### config.mk
export PLATFORM = sky130hd
export DESIGN_NAME = gate_recv_flat
export DESIGN_NICKNAME = d
export VERILOG_FILES = /design/src/rtl/gate_recv_if.sv /design/src/rtl/gate_recv.sv /design/src/flat_wrapper.sv
export SDC_FILE = /design/constraint.sdc
export NUM_CORES = 1
export LEC_CHECK = 0
export ABC_CLOCK_PERIOD_IN_PS = 18700
export CAP_MARGIN = 0
export CORE_AREA = 10 10 462 464
export DETAILED_ROUTE_END_ITERATION = 6
export DIE_AREA = 0 0 472 474
export GPL_TIMING_DRIVEN = 0
export PLACE_DENSITY = 0.34
export SLEW_MARGIN = 20
export SYNTH_ARGS = -nofsm -noshare
export SYNTH_HDL_FRONTEND = slang
export SYNTH_SLANG_ARGS = --single-unit
### constraint.sdc
create_clock -name aclk -period 18.7 [get_ports aclk]
set_input_delay 1.87 -clock aclk [delete_from_list [all_inputs] [get_ports aclk]]
set_output_delay 1.87 -clock aclk [all_outputs]
set_load 0.01 [all_outputs]
### src/rtl/gate_recv_if.sv
// gate_recv_if: AXI-stream bundle; tuser carries the route tag inbound and the destination index outbound.
interface gate_recv_if #(
  parameter int DATA_BITS = 512,
  parameter int USER_BITS = 14
);
  logic                   tvalid;
  logic                   tready;
  logic [DATA_BITS-1:0]   tdata;
  logic [DATA_BITS/8-1:0] tkeep;
  logic                   tlast;
  logic [USER_BITS-1:0]   tuser;
  modport master(output tvalid, tdata, tkeep, tlast, tuser, input tready);
  modport slave(input tvalid, tdata, tkeep, tlast, tuser, output tready);
endinterface

### src/rtl/gate_recv.sv
// gate_recv: receive-side route-capability gate; forwards packets whose tag matches the cap table, drops the rest.
// Define GATE_RECV_DROP_CNT_EN to enable the saturating drop counter (otherwise drop_cnt is tied to 0).
module gate_recv #(
  parameter int N_DESTS   = 4,
  parameter int DATA_BITS = 512,
  parameter int CNT_BITS  = 32
) (
  input  logic                aclk,
  input  logic                areset,
  input  logic                cap_wr_valid,
  input  logic [13:0]         cap_wr_data,
  gate_recv_if.slave          s,
  gate_recv_if.master         m,
  output logic                drop_pulse,
  output logic [CNT_BITS-1:0] drop_cnt
);
  typedef enum logic [1:0] {IDLE, CHECK, PASS, DROP} state_t;
  state_t      state, state_nx;
  logic [13:0] route_q;
  logic [13:0] entry [4];
  logic [3:0]  valid;
  logic        match, accept, wr_ok;
  assign wr_ok  = cap_wr_valid && ({1'b0, cap_wr_data[1:0]} < 3'(N_DESTS));
  assign match  = valid[route_q[1:0]] && ({1'b0, route_q[1:0]} < 3'(N_DESTS)) &&
                  entry[route_q[1:0]] == route_q;
  assign s.tready = state == PASS ? (!m.tvalid || m.tready) : state == DROP;
  assign accept   = s.tvalid && s.tready;
  always_ff @(posedge aclk or posedge areset)
    if (areset) state <= IDLE;
    else state <= state_nx;
  always_comb begin
    state_nx = state;
    unique case (state)
      IDLE:    state_nx = s.tvalid ? CHECK : IDLE;
      CHECK:   state_nx = match ? PASS : DROP;
      default: state_nx = accept && s.tlast ? IDLE : state;
    endcase
  end
  // The table write and the CHECK lookup share an edge, so the lookup sees pre-write contents.
  always_ff @(posedge aclk or posedge areset)
    if (areset) begin
      route_q    <= '0;
      valid      <= '0;
      drop_pulse <= 1'b0;
      m.tvalid   <= 1'b0;
      m.tdata    <= '0;
      m.tkeep    <= '0;
      m.tlast    <= 1'b0;
      m.tuser    <= '0;
      for (int i = 0; i < 4; i++) entry[i] <= '0;
    end else begin
      if (state == IDLE && s.tvalid) route_q <= s.tuser;
      drop_pulse <= state == CHECK && !match;
      if (wr_ok) begin
        entry[cap_wr_data[1:0]] <= cap_wr_data;
        valid[cap_wr_data[1:0]] <= 1'b1;
      end
      if (state == PASS && accept) begin
        m.tvalid <= 1'b1;
        m.tdata  <= s.tdata;
        m.tkeep  <= s.tkeep;
        m.tlast  <= s.tlast;
        m.tuser  <= route_q[1:0];
      end else if (m.tready) m.tvalid <= 1'b0;
    end
`ifdef GATE_RECV_DROP_CNT_EN
  always_ff @(posedge aclk or posedge areset)
    if (areset) drop_cnt <= '0;
    else if (state == CHECK && !match && drop_cnt != '1) drop_cnt <= drop_cnt + 1'b1;
`else
  assign drop_cnt = '0;
`endif
endmodule

### src/flat_wrapper.sv
// flat-port wrapper written by rule: the top's interface ports become plain ports
module gate_recv_flat 
#(
  parameter int N_DESTS   = 4,
  parameter int DATA_BITS = 512,
  parameter int CNT_BITS  = 32
)
  (aclk, areset, cap_wr_valid, cap_wr_data, drop_pulse, drop_cnt, s_tvalid, s_tdata, s_tkeep, s_tlast, s_tuser, s_tready, m_tvalid, m_tdata, m_tkeep, m_tlast, m_tuser, m_tready);
  gate_recv_if #(.DATA_BITS(DATA_BITS), .USER_BITS(14)) s_i ();
  gate_recv_if #(.DATA_BITS(DATA_BITS), .USER_BITS(2)) m_i ();
  input  logic aclk;
  input  logic areset;
  input  logic cap_wr_valid;
  input  logic [13:0] cap_wr_data;
  output logic drop_pulse;
  output logic [CNT_BITS-1:0] drop_cnt;
  input wire logic [$bits(s_i.tvalid)-1:0] s_tvalid;
  input wire logic [$bits(s_i.tdata)-1:0] s_tdata;
  input wire logic [$bits(s_i.tkeep)-1:0] s_tkeep;
  input wire logic [$bits(s_i.tlast)-1:0] s_tlast;
  input wire logic [$bits(s_i.tuser)-1:0] s_tuser;
  output wire logic [$bits(s_i.tready)-1:0] s_tready;
  output wire logic [$bits(m_i.tvalid)-1:0] m_tvalid;
  output wire logic [$bits(m_i.tdata)-1:0] m_tdata;
  output wire logic [$bits(m_i.tkeep)-1:0] m_tkeep;
  output wire logic [$bits(m_i.tlast)-1:0] m_tlast;
  output wire logic [$bits(m_i.tuser)-1:0] m_tuser;
  input wire logic [$bits(m_i.tready)-1:0] m_tready;
  assign s_i.tvalid = s_tvalid;
  assign s_i.tdata = s_tdata;
  assign s_i.tkeep = s_tkeep;
  assign s_i.tlast = s_tlast;
  assign s_i.tuser = s_tuser;
  assign s_tready = s_i.tready;
  assign m_tvalid = m_i.tvalid;
  assign m_tdata = m_i.tdata;
  assign m_tkeep = m_i.tkeep;
  assign m_tlast = m_i.tlast;
  assign m_tuser = m_i.tuser;
  assign m_i.tready = m_tready;
  gate_recv #(.N_DESTS(N_DESTS), .DATA_BITS(DATA_BITS), .CNT_BITS(CNT_BITS)) u_core (.aclk(aclk), .areset(areset), .cap_wr_valid(cap_wr_valid), .cap_wr_data(cap_wr_data), .s(s_i), .m(m_i), .drop_pulse(drop_pulse), .drop_cnt(drop_cnt));
endmodule
==> impl_metrics.env, run 1 <==
export IMPL_outcome="completed"
export IMPL_clock_skew_ns=0.0496
export IMPL_worst_r2r_path_depth=6
export IMPL_cp_top_family="buffers and inverters"
export IMPL_setup_violations_final=0
export IMPL_cp_data_required_time_ns=16.83
export IMPL_timing_critical_path_mode_cell="sky130_fd_sc_hd__clkdlybuf4s50_1"
export IMPL_share_of_yosys_cell_area_claimed_by_the_top_area_cell_type_pct=65.4
export IMPL_synth_xor_area_share_pct=0.488
export IMPL_min_period_ns=5.38
export IMPL_maximum_cell_stage_delay_along_the_critical_path_ns=0.65
export IMPL_postRouteAntennaNets=0
export IMPL_worstPathMaxFanout=4
export IMPL_detailedRoute_firstPassIterationCount=5
export IMPL_first_iter_violations=700
export IMPL_clock_tree_root_cell="sky130_fd_sc_hd__clkbuf_16"
export IMPL_synth_simple_area_share_pct=0.861
export IMPL_post_cts_hold_buffer_count=0
export IMPL_drive_above_1_share_pct=24.9
export IMPL_pin_count_of_the_biggest_net_entering_global_routing=31
export IMPL_cts_inserted_buffers=93
export IMPL_syn_to_layout_area_delta_pct=76.2
export IMPL_global_route_usage_met2_pct=21.7
export IMPL_cts_path_max_buffers=3
export IMPL_cts_tree="yes"
export IMPL_tightestPinTransition_ns=0.907
export IMPL_synth_top_family_by_area="multiplexers"
export IMPL_core_footprint_um2=204000
export IMPL_globalplace_congestion=0.811
export IMPL_maxSlewViolCount=0
export IMPL_synthesis_instances=1483
export IMPL_setup_total_negative_slack_ns=0
export IMPL_static_leakage_power_nw=17.7
export IMPL_detailedPlacementHpwl_mm=139
export IMPL_synth_seq_cells=657
export IMPL_worst_setup_path_start_kind="input port"
export IMPL_area_of_the_mapped_netlist_um2=25100
export IMPL_clock_tree_htree_level_count=3
export IMPL_synth_area_per_cell_um2=16.9
export IMPL_top_level_ports=1224
export IMPL_max_slew_margin_rel_pct=39.6
export IMPL_timing_critical_path_buf_inv=2
export IMPL_initial_utilization_pct=12.3
export IMPL_cp_end_kind="output pin"
export IMPL_synth_compound_area_share_pct=0.338
export IMPL_die_height_um=474
export IMPL_hold_depth=1
export IMPL_cp_cell_sequence="clkdlybuf4s50_1, nand2b_1, o21a_1, clkdlybuf4s50_1"
export IMPL_ctsResizeCount=0
export IMPL_cpMaxStageDelayCell="sky130_fd_sc_hd__clkdlybuf4s50_1"
export IMPL_clock_sink_count=657
export IMPL_num_fill_cells=21800
export IMPL_gr_usage_met1_pct=16.2
export IMPL_ys_warnings_count=0
export IMPL_finalWirelength_mm=163
export IMPL_clk_pin_slew_ns=0.05
export IMPL_num_vias=18600
export IMPL_placement_io_buffers=1191
export IMPL_placement_setup_worst_slack_ns=13.33
export IMPL_groute_usage_overall_pct=14.0
export IMPL_average_wire_length_per_cell_after_detail_routing_um=29.1
export IMPL_max_freq_mhz=186
export IMPL_rsz0062_at_grt="false"
export IMPL_crit_arrival_ns=3.51
export IMPL_finalNetCount=3439
export IMPL_cap_viol_max_count=0
export IMPL_die_width_um=472
export IMPL_globalRoute_busiestLayer="met2"
export IMPL_gr_usage_met3_pct=9.21
export IMPL_hold_violations=0
export IMPL_utilization_pct=21.7
export IMPL_globalRoute_totalOverflow=0
export IMPL_core_rowCount=166
export IMPL_setup_ws_ns=13.32
export IMPL_worst_setup_path_type="in -> out"
export IMPL_clk_latency_ns=0.74
export IMPL_cts_post_setup_buffers_inserted=0
export IMPL_portion_of_netlist_area_occupied_by_mux_cells_pct=29.8
export IMPL_synth_seq_area_share_pct=65.4
export IMPL_synth_cell_types=35
export IMPL_layout_worst_path_cycle_share_pct=28.8
export IMPL_synth_adder_area_share_pct=0
export IMPL_min_path_type="reg -> reg"
export IMPL_power_density_nw_per_um2=175
export IMPL_synth_area_leaders="sky130_fd_sc_hd__dfrtp_1 (65%), sky130_fd_sc_hd__mux2_2 (20%), sky130_fd_sc_hd__mux2_1 (8.9%)"
export IMPL_crit_cells=4
export IMPL_drcViolationCount=0
export IMPL_first_global_vias=20000
export IMPL_cell_type_with_the_highest_aggregate_area_in_the_netlist="sky130_fd_sc_hd__dfrtp_1"
export IMPL_antenna_found_initial=131
export IMPL_die_area_um2=224000
export IMPL_post_drt_via_cell_ratio=3.31
export IMPL_max_vdd_ir_drop_mv=0.0729
export IMPL_grt_pass1_wl_mm=210
## worst reg2reg max path, cell delays in order, from the launching register on
cell	delay [ns]
sky130_fd_sc_hd__dfrtp_1	0.34
sky130_fd_sc_hd__nand2b_1	0.24
sky130_fd_sc_hd__nand4b_1	0.50
sky130_fd_sc_hd__buf_2	0.72
sky130_fd_sc_hd__buf_6	0.34
sky130_fd_sc_hd__buf_6	0.23
sky130_fd_sc_hd__mux2_1	0.35
## sequential cells by signal, summed over array words and instances (netlist names)
name / cells
u_core.valid: 4
u_core.m.tuser: 2
u_core.entry: 56
u_core.m.tvalid: 1
u_core.drop_pulse: 1
u_core.state: 2
u_core.m.tlast: 1
u_core.m.tkeep: 64
u_core.route_q: 14
u_core.m.tdata: 512
## report_power, final
part / internal [W] / switching [W]
sequential: 0.00211 / 0.000430
clock: 0.00107 / 0.000750
combinational: 0.00187 / 0.00152
total: 0.00505 / 0.00270
## per-stage QoR
stage	cells	hold slack (ns)	area [um2]	total power, W
2_1_floorplan	1514	0.429	25300	0.00372
3_3_place_gp	5393	0.445	40500	0.00605
3_5_place_dp	5422	0.447	41200	0.00607
4_1_cts	5588	0.463	44200	0.00798
5_1_grt	5589	0.495	44200	0.00819
6_report	5613	0.463	44300	0.00775
## path summary, 6_finish.rpt
kind | start | end | slack, ns
max in group asynchronous | areset | u_core.entry[38]$_DFFE_PP0P_ | 15.27
min | u_core.valid[2]$_DFFE_PP0P_ | u_core.valid[2]$_DFFE_PP0P_ | 0.46
max reg2reg | u_core.m.tvalid$_DFFE_PP0P_ | u_core.m.tdata[314]$_DFFE_PP0P_ | 15.83
min reg2reg | u_core.valid[2]$_DFFE_PP0P_ | u_core.valid[2]$_DFFE_PP0P_ | 0.46
min in group asynchronous | areset | u_core.m.tdata[61]$_DFFE_PP0P_ | 1.58
max | m_tready | s_tready | 13.32
## synthesized netlist by cell type, drive strengths merged
master,n
mux2i,8
xnor2,11
nand4b,1
clkbuf,6
conb,1
nand3,4
buf,99
nor2,3
nand2,4
o32ai,1
a211oi,1
nor3b,2
o211ai,1
nand3b,3
xor2,3
nand4,2
or4,1
or2,1
a31oi,2
nor2b,3
a32oi,1
mux2,641
o21a,1
dfrtp,657
o2111ai,1
mux4,9
nand2b,9
a2111oi,1
and2,2
o21ai,3
inv,1
## layout by cell type (no fill, tap or decap), types with 4 or more instances in the layout
master	Yosys	layout
sky130_fd_sc_hd__nand3_1	4	4
sky130_fd_sc_hd__clkbuf_16	0	95
sky130_fd_sc_hd__nand2b_1	9	9
sky130_fd_sc_hd__buf_4	32	32
sky130_fd_sc_hd__mux2_2	442	442
sky130_fd_sc_hd__clkinv_2	0	11
sky130_fd_sc_hd__clkdlybuf4s50_1	0	1191
sky130_fd_sc_hd__dfrtp_1	657	657
sky130_fd_sc_hd__clkbuf_8	0	17
sky130_fd_sc_hd__buf_6	24	24
sky130_fd_sc_hd__nand2_1	4	4
sky130_fd_sc_hd__mux4_2	9	9
sky130_fd_sc_hd__xnor2_1	11	11
sky130_fd_sc_hd__diode_2	0	25
sky130_fd_sc_hd__buf_12	1	22
sky130_fd_sc_hd__conb_1	1	32
sky130_fd_sc_hd__clkbuf_1	6	33
sky130_fd_sc_hd__clkinvlp_4	0	4
sky130_fd_sc_hd__buf_16	0	8
sky130_fd_sc_hd__mux2i_1	8	8
sky130_fd_sc_hd__mux2_1	199	199
sky130_fd_sc_hd__buf_2	42	42
sky130_fd_sc_hd__bufinv_16	0	5
## cells by family (layout without fill, tap and decap cells)
group           after synthesis  in the layout
compound gates               12             12
mux                         658            658
flops                       657            657
simple gates                 35             35
other cells                   1             57
buf+inv                     106           1492
xor+xnor                     14             14
## layer usage
layer / up-vias / wire length (um) / part of all wire (%)
li1: 7957 / - / -
met1: 9273 / 64700 / 40
met2: 948 / 72300 / 44
met4: 124 / 2520 / 1.5
met3: 259 / 22800 / 14
met5: - / 809 / 0.50
## cell type report
type / instances / area (um2) / area share (%)
Antenna cell: 25 / 62.6 / 0.141
Buffer: 105 / 764 / 1.73
Clock buffer: 140 / 2720 / 6.13
Clock inverter: 26 / 340 / 0.768
Inverter: 1 / 7.51 / 0.0169
Multi-Input combinational cell: 751 / 8050 / 18.2
Sequential cell: 657 / 16400 / 37.1
Tap cell: 2688 / 3360 / 7.59
Timing Repair Buffer: 1220 / 12600 / 28.4
Note: power is estimated with default switching activity, not from simulation.
==> run 2: changes to the inputs <==
--- a/config.mk
+++ b/config.mk
@@ -5,13 +5,13 @@
 export SDC_FILE = /design/constraint.sdc
 export NUM_CORES = 1
 export LEC_CHECK = 0
-export ABC_CLOCK_PERIOD_IN_PS = 18700
+export ABC_CLOCK_PERIOD_IN_PS = 5100
 export CAP_MARGIN = 0
 export CORE_AREA = 10 10 462 464
 export DETAILED_ROUTE_END_ITERATION = 6
 export DIE_AREA = 0 0 472 474
 export GPL_TIMING_DRIVEN = 0
-export PLACE_DENSITY = 0.34
+export PLACE_DENSITY = 0.33
 export SLEW_MARGIN = 20
 export SYNTH_ARGS = -nofsm -noshare
 export SYNTH_HDL_FRONTEND = slang
==> constraint.sdc (replaced) <==
create_clock -name aclk -period 5.1 [get_ports aclk]
set_input_delay 0.51 -clock aclk [delete_from_list [all_inputs] [get_ports aclk]]
set_output_delay 0.51 -clock aclk [all_outputs]
set_load 0.01 [all_outputs]
==> run 2 against run 1 <==
Non-clock buffer count unchanged. Die area unchanged. Final cell count rose by 0.41%. Sequential share of layout area down 0.12 points. Wire length down 1.9%. Clock-buffer cell count is 4 higher. Global-route usage shrank 0.19 points. Critical path type is now reg -> out. Largest power group unchanged.
==> impl_metrics.env, run 2 (same netlist as run 1, synthesis figures left out) <==
export IMPL_outcome="completed"
export IMPL_final_cells=5636
export IMPL_cts_post_setup_buffers_inserted=0
export IMPL_tightestPinTransition_ns=0.898
export IMPL_core_rowCount=166
export IMPL_top_regs="u_core.m.tdata: 512 flops, u_core.m.tkeep: 64 flops, u_core.entry: 56 flops"
export IMPL_grt_pass1_wl_mm=208
export IMPL_utilization_pct=21.8
export IMPL_num_vias=18500
export IMPL_share_seq_of_total_power_pct=32.6
export IMPL_fin_worst_hold_slack_ns=0.190
export IMPL_ff2ff_setup_slack_ns=2.43
export IMPL_maxSlewViolCount=0
export IMPL_drcViolationCount=0
export IMPL_cell_internal_pwr_w=0.0186
export IMPL_max_vdd_ir_drop_mv=0.255
export IMPL_clock_tree_htree_level_count=3
export IMPL_groute_usage_overall_pct=13.8
export IMPL_cp_end_kind="output pin"
export IMPL_min_period_ns=2.74
export IMPL_die_height_um=474
export IMPL_drive_above_1_share_pct=25.2
export IMPL_globalplace_congestion=0.816
export IMPL_postRouteAntennaNets=0
export IMPL_layout_commonest_cell="sky130_fd_sc_hd__clkdlybuf4s50_1"
export IMPL_post_drt_via_cell_ratio=3.28
export IMPL_initial_utilization_pct=12.3
export IMPL_largest_register_ffs=512
export IMPL_cts_path_max_buffers=3
export IMPL_final_cell_area_um2=44400
export IMPL_detailedRoute_firstPassIterationCount=4
export IMPL_clk_latency_ns=0.72
export IMPL_syn_to_layout_area_delta_pct=76.8
export IMPL_clk_pin_slew_ns=0.06
export IMPL_finalNetCount=3440
export IMPL_globalRoute_totalOverflow=0
export IMPL_min_path_type="in -> async"
export IMPL_post_cts_hold_buffer_count=0
export IMPL_power_density_nw_per_um2=635
export IMPL_hold_violations=0
export IMPL_static_leakage_power_nw=17.8
export IMPL_worst_setup_path_type="reg -> out"
export IMPL_power_w=0.0282
export IMPL_switching_share_pct=34.0
export IMPL_average_wire_length_per_cell_after_detail_routing_um=28.4
export IMPL_clock_skew_ns=0.0290
export IMPL_max_slew_margin_rel_pct=40.1
export IMPL_core_footprint_um2=204000
export IMPL_cap_viol_max_count=0
export IMPL_clock_sink_count=657
export IMPL_regMostFlops="u_core.m.tdata"
export IMPL_final_cell_mix="sky130_fd_sc_hd__clkdlybuf4s50_1 (1191), sky130_fd_sc_hd__dfrtp_1 (657), sky130_fd_sc_hd__mux2_2 (442)"
export IMPL_num_fill_cells=21900
export IMPL_top_level_ports=1224
export IMPL_numPlacedInstances=5422
export IMPL_die_area_um2=224000
export IMPL_cts_tree="yes"
export IMPL_combinationalPowerShare_pct=43.4
export IMPL_antenna_found_initial=127
export IMPL_layout_worst_path_cycle_share_pct=53.6
export IMPL_regToRegStartpoint="u_core.m.tvalid$_DFFE_PP0P_"
export IMPL_crit_arrival_ns=2.23
export IMPL_worst_setup_path_start_kind="flop"
export IMPL_first_global_vias=19900
export IMPL_setup_crit_start="u_core.m.tvalid$_DFFE_PP0P_"
export IMPL_detailedPlacementHpwl_mm=136
export IMPL_setup_violations_final=0
export IMPL_max_freq_mhz=366
export IMPL_pin_count_of_the_biggest_net_entering_global_routing=29
export IMPL_finalWirelength_mm=160
export IMPL_cts_inserted_buffers=94
export IMPL_rsz0062_at_grt="false"
export IMPL_die_width_um=472
export IMPL_dpl_instance_area_um2=41200
export IMPL_ctsResizeCount=0
export IMPL_placement_io_buffers=1191
export IMPL_power_switching_w=0.00959
export IMPL_worstPathMaxFanout=4
export IMPL_first_iter_violations=638
export IMPL_cp_data_required_time_ns=4.59
export IMPL_p_clk_share_pct=24.0
export IMPL_clock_tree_root_cell="sky130_fd_sc_hd__clkbuf_16"
==> run 2: changes by cell type in the layout (fill, tap and decap cells not counted), sizes merged <==
cell      change
diode        +17
clkbuf        +4
clkinvlp      +4
inv           -2
bufinv        -1
clkinv        +1
==> run 2: layout make-up <==
cell class | count | area (um2) | share of cell area, %
Sequential cell | 657 | 16400 | 37.0
Timing Repair Buffer | 1220 | 12600 | 28.2
Multi-Input combinational cell | 751 | 8050 | 18.1
Tap cell | 2688 | 3360 | 7.57
Clock buffer | 144 | 2830 | 6.38
Buffer | 105 | 764 | 1.72
Clock inverter | 28 | 328 | 0.738
Antenna cell | 42 | 105 | 0.236
Inverter | 1 | 7.51 | 0.0169
==> run 2: path summary, 6_finish.rpt <==
check,end,cells after the start
worst max register to register,u_core.m.tkeep[37]$_DFFE_PP0P_,5
min in group aclk,u_core.m.tdata[318]$_DFFE_PP0P_,2
max in group asynchronous,u_core.m.tdata[250]$_DFFE_PP0P_,10
worst min-delay path,u_core.m.tdata[354]$_DFFE_PP0P_,2
worst min register to register,u_core.valid[1]$_DFFE_PP0P_,1
worst max-delay path,s_tready,3
==> run 2: per-stage QoR <==
step                      TNS (ns)  worst slack (ns)
final                            0              2.36
after global routing             0              2.12
after CTS                        0              2.04
after detailed placement         0              1.39
after global placement    -7344.82            -11.43
after floorplan           -2884.57             -4.39
==> run 2: per-layer routing <==
layer	share of wire (%)	vias to the layer above	global-route usage [%]
li1	-	7986	-
met1	38	9274	15.6
met2	46	944	22.4
met3	14	230	8.42
met4	1.8	74	2.78
met5	0.31	-	0
==> run 2: power by group through the flow <==
stage	registers, W	logic, W	clock network, W
after floorplan	0.0101	0.00352	0
after global placement	0.00931	0.0126	0
after detailed placement	0.00930	0.0127	0
after CTS	0.00925	0.0127	0.00712
after global routing	0.00955	0.0131	0.00730
final	0.00921	0.0122	0.00676
==> run 2: worst max-delay path, cell delays in order, from the launching register on <==
cell and delay [ns]:
sky130_fd_sc_hd__dfrtp_1 0.37, sky130_fd_sc_hd__nand2b_1 0.26, sky130_fd_sc_hd__o21a_1 0.20, sky130_fd_sc_hd__clkdlybuf4s50_1 0.67
==> run 3: changes to the inputs <==
--- a/config.mk
+++ b/config.mk
@@ -5,7 +5,7 @@
 export SDC_FILE = /design/constraint.sdc
 export NUM_CORES = 1
 export LEC_CHECK = 0
-export ABC_CLOCK_PERIOD_IN_PS = 5100
+export ABC_CLOCK_PERIOD_IN_PS = 2700
 export CAP_MARGIN = 0
 export CORE_AREA = 10 10 462 464
 export DETAILED_ROUTE_END_ITERATION = 6
==> constraint.sdc (replaced) <==
create_clock -name aclk -period 2.7 [get_ports aclk]
set_input_delay 0.27 -clock aclk [delete_from_list [all_inputs] [get_ports aclk]]
set_output_delay 0.27 -clock aclk [all_outputs]
set_load 0.01 [all_outputs]
==> run 3 against run 2 <==
Via count rose by 0.14%. Worst setup slack got worse by 2.2 ns. Power rose by 89%. Clock power rose by 89%. Worst hold slack got worse by 0.048 ns. First-iteration DRC count fell by 1.1%.
==> impl_metrics.env, run 3 (same netlist as run 1, synthesis figures left out) <==
export IMPL_detailedPlacementHpwl_mm=136
export IMPL_cp_end_kind="flop"
export IMPL_average_wire_length_per_cell_after_detail_routing_um=28.4
export IMPL_pin_count_of_the_biggest_net_entering_global_routing=29
export IMPL_p_clk_share_pct=24.0
export IMPL_largest_register_ffs=512
export IMPL_cp_data_required_time_ns=3.30
export IMPL_grt_pass1_wl_mm=208
export IMPL_clock_skew_ns=0.0288
export IMPL_die_height_um=474
export IMPL_worst_setup_path_start_kind="flop"
export IMPL_setup_violations_final=0
export IMPL_die_area_um2=224000
export IMPL_rsz0062_at_grt="false"
export IMPL_max_freq_mhz=395
export IMPL_hold_violations=0
export IMPL_power_density_nw_per_um2=1200
export IMPL_combinationalPowerShare_pct=43.4
export IMPL_share_seq_of_total_power_pct=32.6
export IMPL_clock_tree_root_cell="sky130_fd_sc_hd__clkbuf_16"
export IMPL_maxSlewViolCount=0
export IMPL_top_regs="u_core.m.tdata: 512 flops, u_core.m.tkeep: 64 flops, u_core.entry: 56 flops"
export IMPL_power_w=0.0533
export IMPL_final_cell_mix="sky130_fd_sc_hd__clkdlybuf4s50_1 (1191), sky130_fd_sc_hd__dfrtp_1 (657), sky130_fd_sc_hd__mux2_2 (442)"
export IMPL_core_footprint_um2=204000
export IMPL_layout_worst_path_cycle_share_pct=93.7
export IMPL_placement_io_buffers=1191
export IMPL_cts_inserted_buffers=94
export IMPL_worstPathMaxFanout=10
export IMPL_cpMaxStageDelayCell="sky130_fd_sc_hd__clkbuf_1"
export IMPL_cts_path_max_buffers=3
export IMPL_clk_latency_ns=0.72
export IMPL_fin_worst_hold_slack_ns=0.142
export IMPL_numPlacedInstances=5422
export IMPL_globalRoute_totalOverflow=0
export IMPL_die_width_um=472
export IMPL_static_leakage_power_nw=17.8
export IMPL_core_rowCount=166
export IMPL_initial_utilization_pct=12.3
export IMPL_num_vias=18500
export IMPL_finalNetCount=3442
export IMPL_first_iter_violations=631
export IMPL_cap_viol_max_count=0
export IMPL_globalplace_congestion=0.816
export IMPL_clock_sink_count=657
export IMPL_cell_internal_pwr_w=0.0352
export IMPL_worst_setup_path_type="reg -> reg"
export IMPL_post_drt_via_cell_ratio=3.29
export IMPL_min_path_type="in -> reg"
export IMPL_finalWirelength_mm=160
export IMPL_cts_tree="yes"
export IMPL_top_level_ports=1224
export IMPL_regMostFlops="u_core.m.tdata"
export IMPL_clock_tree_htree_level_count=3
export IMPL_drive_above_1_share_pct=25.2
export IMPL_crit_arrival_ns=3.13
export IMPL_groute_usage_overall_pct=13.8
export IMPL_clk_pin_slew_ns=0.06
export IMPL_postRouteAntennaNets=0
export IMPL_final_cells=5639
export IMPL_dpl_instance_area_um2=41200
export IMPL_power_switching_w=0.0181
export IMPL_placement_setup_worst_slack_ns=-0.767
export IMPL_maximum_cell_stage_delay_along_the_critical_path_ns=0.72
export IMPL_switching_share_pct=34.0
export IMPL_max_slew_margin_rel_pct=39.2
export IMPL_setup_ws_ns=0.171
export IMPL_first_global_vias=19900
export IMPL_layout_commonest_cell="sky130_fd_sc_hd__clkdlybuf4s50_1"
export IMPL_final_cell_area_um2=44500
export IMPL_min_period_ns=2.53
export IMPL_outcome="completed"
export IMPL_syn_to_layout_area_delta_pct=76.9
export IMPL_drcViolationCount=0
export IMPL_cp_cell_sequence="nand2b_1, nand4b_1, clkbuf_1, buf_2, mux2_2"
export IMPL_max_vdd_ir_drop_mv=0.482
export IMPL_tightestPinTransition_ns=0.912
export IMPL_antenna_found_initial=127
export IMPL_detailedRoute_firstPassIterationCount=4
-- run 3: cell count changes in the layout (fill, tap and decap cells not counted), sizes merged --
cell	change
dlygate4sd3	+1
diode	+1
buf	+1
-- run 3: repair_timing --
action / CTS / global route
setup buffers: 1 / 0
hold endpoints to repair: 14 / 0
hold buffers: 1 / 0
gates resized for setup: 2 / 0
setup endpoints to repair: 579 / 0
-- run 3: layout make-up --
type,count,area [um2]
plain buffers,105,768
diodes,43,108
inverters,1,7.51
fillers,21900,159000
well taps,2688,3360
clock inverters,28,328
flip-flops and latches,657,16400
multi-input cells,751,8050
clock buffers,144,2830
repair buffers,1222,12600
-- run 3: worst paths after layout --
| check | to | depth (start not counted) | start | slack, ns |
|---|---|---|---|---|
| worst min register to register | u_core.valid[1]$_DFFE_PP0P_ | 1 | u_core.valid[1]$_DFFE_PP0P_ | 0.46 |
| worst max-delay path | u_core.m.tkeep[34]$_DFFE_PP0P_ | 5 | u_core.m.tvalid$_DFFE_PP0P_ | 0.17 |
| max in group asynchronous | u_core.m.tdata[250]$_DFFE_PP0P_ | 11 | areset | 0.21 |
| min in group asynchronous | u_core.m.tdata[354]$_DFFE_PP0P_ | 3 | areset | 0.51 |
| worst max register to register | u_core.m.tkeep[34]$_DFFE_PP0P_ | 5 | u_core.m.tvalid$_DFFE_PP0P_ | 0.17 |
| worst min-delay path | u_core.m.tdata[318]$_DFFE_PP0P_ | 2 | s_tdata[318] | 0.14 |
-- run 3: layer usage --
metal / global-route usage [%] / share of wire, %
met2: 22.4 / 46
met3: 8.42 / 14
met1: 15.6 / 38
met4: 2.78 / 1.8
met5: 0 / 0.31
-- run 3: worst max-delay path, delay by kind of cell (launching register included) --
| family | cells | cell delay [ns] |
|---|---|---|
| buf+inv | 2 | 1.17 |
| mux | 1 | 0.38 |
| flops | 1 | 0.34 |
| simple gates | 2 | 0.50 |
-- run 3: power by group through the flow --
stage               sequential (W)  combinational [W]  clock, W
finish                      0.0174             0.0231    0.0128
global route                0.0180             0.0247    0.0138
CTS                         0.0175             0.0240    0.0135
global placement            0.0176             0.0238         0
detailed placement          0.0176             0.0239         0
floorplan                   0.0191            0.00665         0
-- run 3: stage by stage --
stage | util [%] | setup TNS, ns
2_1_floorplan | - | -4303.69
3_3_place_gp | 19.9 | -9130.90
3_5_place_dp | 20.2 | -327.36
4_1_cts | 21.7 | 0
5_1_grt | 21.8 | 0
6_report | 21.8 | 0
